$ cat config.mk
export PLATFORM = sky130hd
export DESIGN_NAME = pulse_generator
export DESIGN_NICKNAME = d
export VERILOG_FILES = /design/src/rtl/pulse_gen_pkg.sv /design/src/rtl/phase_timer.sv /design/src/rtl/pulse_generator.sv
export SDC_FILE = /design/constraint.sdc
export NUM_CORES = 1
export LEC_CHECK = 0
export BUFFER_PORTS_ARGS = -buffer_cell sky130_fd_sc_hd__buf_2
export CORE_MARGIN = 4
export CORE_UTILIZATION = 45
export CTS_CLUSTER_DIAMETER = 120
export DETAILED_ROUTE_END_ITERATION = 12
export GPL_ROUTABILITY_DRIVEN = 1
export PLACE_DENSITY = 0.67
export SLEW_MARGIN = 20
export SYNTH_ARGS = -nofsm -noshare
export SYNTH_HDL_FRONTEND = slang
export SYNTH_SLANG_ARGS = --single-unit
$ cat constraint.sdc
create_clock -name CLK -period 4.64 [get_ports CLK]
set_clock_uncertainty 0.2 [all_clocks]
set_input_delay 0.464 -clock CLK [delete_from_list [all_inputs] [get_ports CLK]]
set_output_delay 0.464 -clock CLK [all_outputs]
set_load 0.005 [all_outputs]
$ cat src/rtl/pulse_gen_pkg.sv
// rtl/pulse_gen_pkg.sv - shared types and constants for pulse_generator and frequency_counter
package pulse_gen_pkg;

    localparam int DEF_COUNTER_BITS = 16;
    localparam int DEF_CYCLE_BITS   = 32;
    localparam int MIN_PHASE        = 1;

    typedef enum logic [1:0] {
        IDLE = 2'd0,
        LOW  = 2'd1,
        HIGH = 2'd2
    } pg_state_e;

endpackage

$ cat src/rtl/phase_timer.sv
// rtl/phase_timer.sv - loadable down-counter that times one waveform phase
module phase_timer #(
    parameter int WIDTH = 16
) (
    input  logic             CLK,
    input  logic             RST,
    input  logic             load,
    input  logic [WIDTH-1:0] load_value,
    output logic [WIDTH-1:0] value,
    output logic             zero
);

    always_ff @(posedge CLK or posedge RST) begin
        if (RST) begin
            value <= '0;
        end else if (load) begin
            value <= load_value;
        end else if (value != '0) begin
            value <= value - 1'b1;
        end
    end

    assign zero = (value == '0);

endmodule

$ cat src/rtl/pulse_generator.sv
// rtl/pulse_generator.sv - programmable square-wave source with boundary-aligned reconfiguration
module pulse_generator
    import pulse_gen_pkg::*;
#(
    parameter int COUNTER_BITS = DEF_COUNTER_BITS,
    parameter int CYCLE_BITS   = DEF_CYCLE_BITS
) (
    input  logic                    CLK,
    input  logic                    RST,
    input  logic                    ENABLE,
    input  logic                    CFG_VALID,
    output logic                    CFG_READY,
    input  logic [COUNTER_BITS-1:0] CFG_LOW,
    input  logic [COUNTER_BITS-1:0] CFG_HIGH,
    output logic                    FREQ_OUT,
    output logic                    PERIOD_DONE,
    output logic [CYCLE_BITS-1:0]   CYCLE_COUNT,
    output logic                    ACTIVE
);

    localparam logic [COUNTER_BITS-1:0] PHASE_MIN = COUNTER_BITS'(MIN_PHASE);

    pg_state_e               state, state_nxt;
    logic [COUNTER_BITS-1:0] act_low, act_high;
    logic [COUNTER_BITS-1:0] pend_low, pend_high;
    logic                    pend_full;
    logic                    accept, promote;
    logic                    load;
    logic [COUNTER_BITS-1:0] load_val, next_low, cnt;
    logic                    cnt_zero;

    assign CFG_READY   = !pend_full;
    assign accept      = CFG_VALID && !pend_full;
    assign next_low    = pend_full ? pend_low : act_low;
    assign PERIOD_DONE = (state == HIGH) && cnt_zero;
    assign ACTIVE      = (state != IDLE);

    always_comb begin
        state_nxt = state;
        promote   = 1'b0;
        load      = 1'b0;
        load_val  = next_low - 1'b1;
        case (state)
            IDLE: begin
                if (ENABLE) begin
                    state_nxt = LOW;
                    promote   = pend_full;
                    load      = 1'b1;
                end
            end
            LOW: begin
                if (cnt_zero) begin
                    state_nxt = HIGH;
                    load      = 1'b1;
                    load_val  = act_high - 1'b1;
                end
            end
            HIGH: begin
                // ENABLE only matters at the period end so a high pulse is never cut short
                if (cnt_zero) begin
                    if (ENABLE) begin
                        state_nxt = LOW;
                        promote   = pend_full;
                        load      = 1'b1;
                    end else begin
                        state_nxt = IDLE;
                    end
                end
            end
            default: state_nxt = IDLE;
        endcase
    end

    always_ff @(posedge CLK or posedge RST) begin
        if (RST) begin
            state       <= IDLE;
            FREQ_OUT    <= 1'b0;
            CYCLE_COUNT <= '0;
        end else begin
            state    <= state_nxt;
            FREQ_OUT <= (state_nxt == HIGH);
            if (PERIOD_DONE) begin
                CYCLE_COUNT <= CYCLE_COUNT + 1'b1;
            end
        end
    end

    // Zero-length requests are widened to the minimum phase at capture time
    always_ff @(posedge CLK or posedge RST) begin
        if (RST) begin
            act_low   <= PHASE_MIN;
            act_high  <= PHASE_MIN;
            pend_low  <= PHASE_MIN;
            pend_high <= PHASE_MIN;
            pend_full <= 1'b0;
        end else begin
            if (promote) begin
                act_low   <= pend_low;
                act_high  <= pend_high;
                pend_full <= 1'b0;
            end else if (accept) begin
                pend_low  <= (CFG_LOW  == '0) ? PHASE_MIN : CFG_LOW;
                pend_high <= (CFG_HIGH == '0) ? PHASE_MIN : CFG_HIGH;
                pend_full <= 1'b1;
            end
        end
    end

    phase_timer #(
        .WIDTH(COUNTER_BITS)
    ) u_phase_timer (
        .CLK       (CLK),
        .RST       (RST),
        .load      (load),
        .load_value(load_val),
        .value     (cnt),
        .zero      (cnt_zero)
    );

endmodule
==> flow_metrics.env <==
export IMPL_use_met3=0.0530
export IMPL_dp_hpwl_mm=9.80
export IMPL_dieArea_sq_um=15100
export IMPL_via_per_inst=5.53
export IMPL_cts_tree="done"
export IMPL_synth_compound_area_share=0.0982
export IMPL_worst_setup_path_start_kind="register"
export IMPL_synthArstFlopShare=1.00
export IMPL_path_cells="inv_1, ha_1, nor4b_2, and4_1, o21ai_4, nor2_4, mux2_2"
export IMPL_grt_pass1_wl_mm=22.3
export IMPL_final_hold_viol_count=0
export IMPL_syn_area_per_cell_sq_um=10.9
export IMPL_dp_slack_ps=1330
export IMPL_grt_overflow_total=0
export IMPL_power_density_nw_per_um2=608
export IMPL_fin_nets=662
export IMPL_cp_endpoint="act_low[12]"
export IMPL_r2r_start="u_phase_timer.value[0]"
export IMPL_synth_fa_ha_area_frac=0.0106
export IMPL_netlist_top_cells_area="dfrtp_1 (47%), xnor2_1 (6.4%), mux2_2 (5.9%), xor2_1 (4.3%), a22o_1 (3.5%)"
export IMPL_area_growth_pct=18.0
export IMPL_place_gp_congestion=0.840
export IMPL_first_global_vias=4376
export IMPL_ys_warn_count=0
export IMPL_cap_violations=0
export IMPL_root_buffer="clkbuf_16"
export IMPL_ys_seq_elements=116
export IMPL_status="completed"
export IMPL_cp_slowest_cell="nor2_4"
export IMPL_finalMaxSlewViolations=0
export IMPL_dr_pass1_iters=4
export IMPL_critPathMaxFanout=35
export IMPL_tightest_slew_ps=921
export IMPL_met1_usage=0.259
export IMPL_timing_slew_headroom=0.384
export IMPL_path_buf_inv=1
export IMPL_post_cts_buffers=0
export IMPL_synthesis_nets=587
export IMPL_die_w_microns=123
export IMPL_wl_per_cell_microns=16.6
export IMPL_place_inst=773
export IMPL_worstPathArrival_ps=3440
export IMPL_synth_xor_area_share=0.106
export IMPL_reg2reg_to="act_low[12]"
export IMPL_min_path_type="in2reg"
export IMPL_start_util=0.464
export IMPL_ys_seq_area_frac=0.491
export IMPL_final_cell_mix="dfrtp_1 (111), buf_2 (71), nand2_1 (44)"
export IMPL_r2r_cells=7
export IMPL_layout_drive_gt1_share=0.248
export IMPL_layout_commonest_cell="dfrtp_1"
export IMPL_fp_dieH_microns=123
export IMPL_synth_top_area_frac=0.473
export IMPL_stdcell_count=806
export IMPL_synth_edff_count=0
export IMPL_antenna_found_initial=0
export IMPL_drcViolationCount=0
export IMPL_synth_cell_area_sq_um=5930
export IMPL_p_leak_nw=3.25
export IMPL_path_class="reg2reg"
export IMPL_setup_tns_ps=0
export IMPL_peakVddDrop_mv=0.386
export IMPL_max_clock_freq_ghz=0.299
export IMPL_cp_top_family="simple AND/OR/NAND/NOR gates"
export IMPL_setup_slack_ps=1290
export IMPL_antenna_left=0
export IMPL_numClockSinks=116
export IMPL_synthCells=546
export IMPL_path_clk_slew_ps=50
export IMPL_critPathLaunch="u_phase_timer.value[0]"
export IMPL_rows=41
export IMPL_crit_path_end_kind="register"
export IMPL_worst_path_stages=7
export IMPL_synth_simple_area_share=0.180
export IMPL_netlist_top_cell_by_area="dfrtp_1"
export IMPL_crit_required_ps=4730
export IMPL_synth_distinct_cells=61
export IMPL_rsz0062_at_grt="no"
export IMPL_diodes=0
export IMPL_track_usage=0.191
export IMPL_drtIter0Drc=262
export IMPL_core_area_sq_um=12800
export IMPL_gr_usage_met2=0.302
export IMPL_fin_crit_sh=0.722
export IMPL_top_usage_layer="met2"
export IMPL_htreeDepth=4
export IMPL_period_needed_ps=3350
export IMPL_reg2reg_slack_ps=1290
export IMPL_cts_resized=0
export IMPL_cpPeakStageDelay_ps=740
export IMPL_num_io_pins=72
export IMPL_setup_violations=0
export IMPL_hold_depth=3
export IMPL_ys_flop_type="dfrtp_1"
export IMPL_wirelength_mm=13.4
export IMPL_synth_top_family_by_area="simple AND/OR/NAND/NOR gates"
export IMPL_cts_buffers_inserted=17
export IMPL_grt_max_degree=62
export IMPL_clk_latency_ps=420
export IMPL_vias=4456
export IMPL_synthMuxAreaShare=0.0912
export IMPL_port_buffers=71
export IMPL_clockBufferDepth=2
## flip-flops by register name, summed over array words and instances (netlist names)
register             count
CYCLE_COUNT             32
FREQ_OUT                 1
act_high                16
act_low                 16
pend_full                1
pend_high               16
pend_low                16
state                    2
u_phase_timer.value     16
## power by group
group	switching (W)	internal, W	total, W
Combinational	0.000648	0.000654	0.00130
Clock	0.000423	0.000772	0.00119
Sequential	0.000400	0.00136	0.00176
## per-layer routing
metal | vias to the layer above | part of all wire
li1 | 2133 | -
met1 | 2193 | 0.47
met2 | 117 | 0.47
met3 | 13 | 0.057
met4 | 0 | 0.012
met5 | - | 0
## cell families (layout without fill, tap and decap cells)
group,Yosys count,in the layout
and+or+nand+nor,193,193
DFF,116,116
AOI/OAI and AO/OA,81,81
xor gates and xnor gates,72,72
muxes,50,50
buffers and inverters,29,117
adders and majority gates,5,5
## how the worst min path moves through the flow
stage | to | slack [ps] | startpoint
finish | pend_low[0] | 50 | CFG_LOW[0]
global route | pend_low[0] | 30 | CFG_LOW[0]
CTS | pend_low[0] | 30 | CFG_LOW[0]
detailed placement | CYCLE_COUNT[0] | 250 | RST
global placement | CYCLE_COUNT[2] | 250 | RST
floorplan | pend_high[7] | 240 | pend_high[7]
## metrics by stage
step / hold slack (ps) / power [W] / util / instance area (sq um)
4_1_cts: 34.0 / 0.00428 / 0.546 / 6980
3_5_place_dp: 254 / 0.00306 / 0.503 / 6420
2_1_floorplan: 240 / 0.00268 / - / 5930
3_3_place_gp: 250 / 0.00300 / 0.503 / 6420
6_report: 53.9 / 0.00425 / 0.548 / 7000
5_1_grt: 34.9 / 0.00452 / 0.548 / 7000
## cell type report
| class | instances | area (sq um) |
|---|---|---|
| Sequential cell | 116 | 2910 |
| Multi-Input combinational cell | 401 | 2900 |
| Fill cell | 1128 | 5780 |
| Timing Repair Buffer | 75 | 388 |
| Tap cell | 172 | 215 |
| Clock inverter | 6 | 55.1 |
| Clock buffer | 26 | 489 |
| Inverter | 10 | 40.0 |
## tightest hold or removal path, delay by kind of cell
family	cells	cell delay (ps)
buffers and inverters	2	140
AO/OA/AOI/OAI	1	50
## synth_stat cells (all sizes together), types with 3 or more instances
cell type and n:
dfrtp 112, nand2 44, xnor2 43, nor2 34, mux2 32, xor2 29
a22o 25, nor3 23, nand3 20, mux2i 18, nor4 16, a21oi 15
o21ai 14, nand4 13, clkbuf 11, inv 9, and3 8, buf 8
o22ai 6, or4 6, and2 5, ha 5, dfstp 4, nor2b 4
a21o 3, a31oi 3, and4 3, nand3b 3, nor4b 3, o211ai 3
or3 3, or3b 3
## timing repair
| item | CTS | global route |
|---|---|---|
| endpoints found under the setup margin | 0 | 0 |
| endpoints found under the hold margin | 22 | 0 |
| hold buffers | 1 | 0 |
Power figures use the tool's default switching activity.
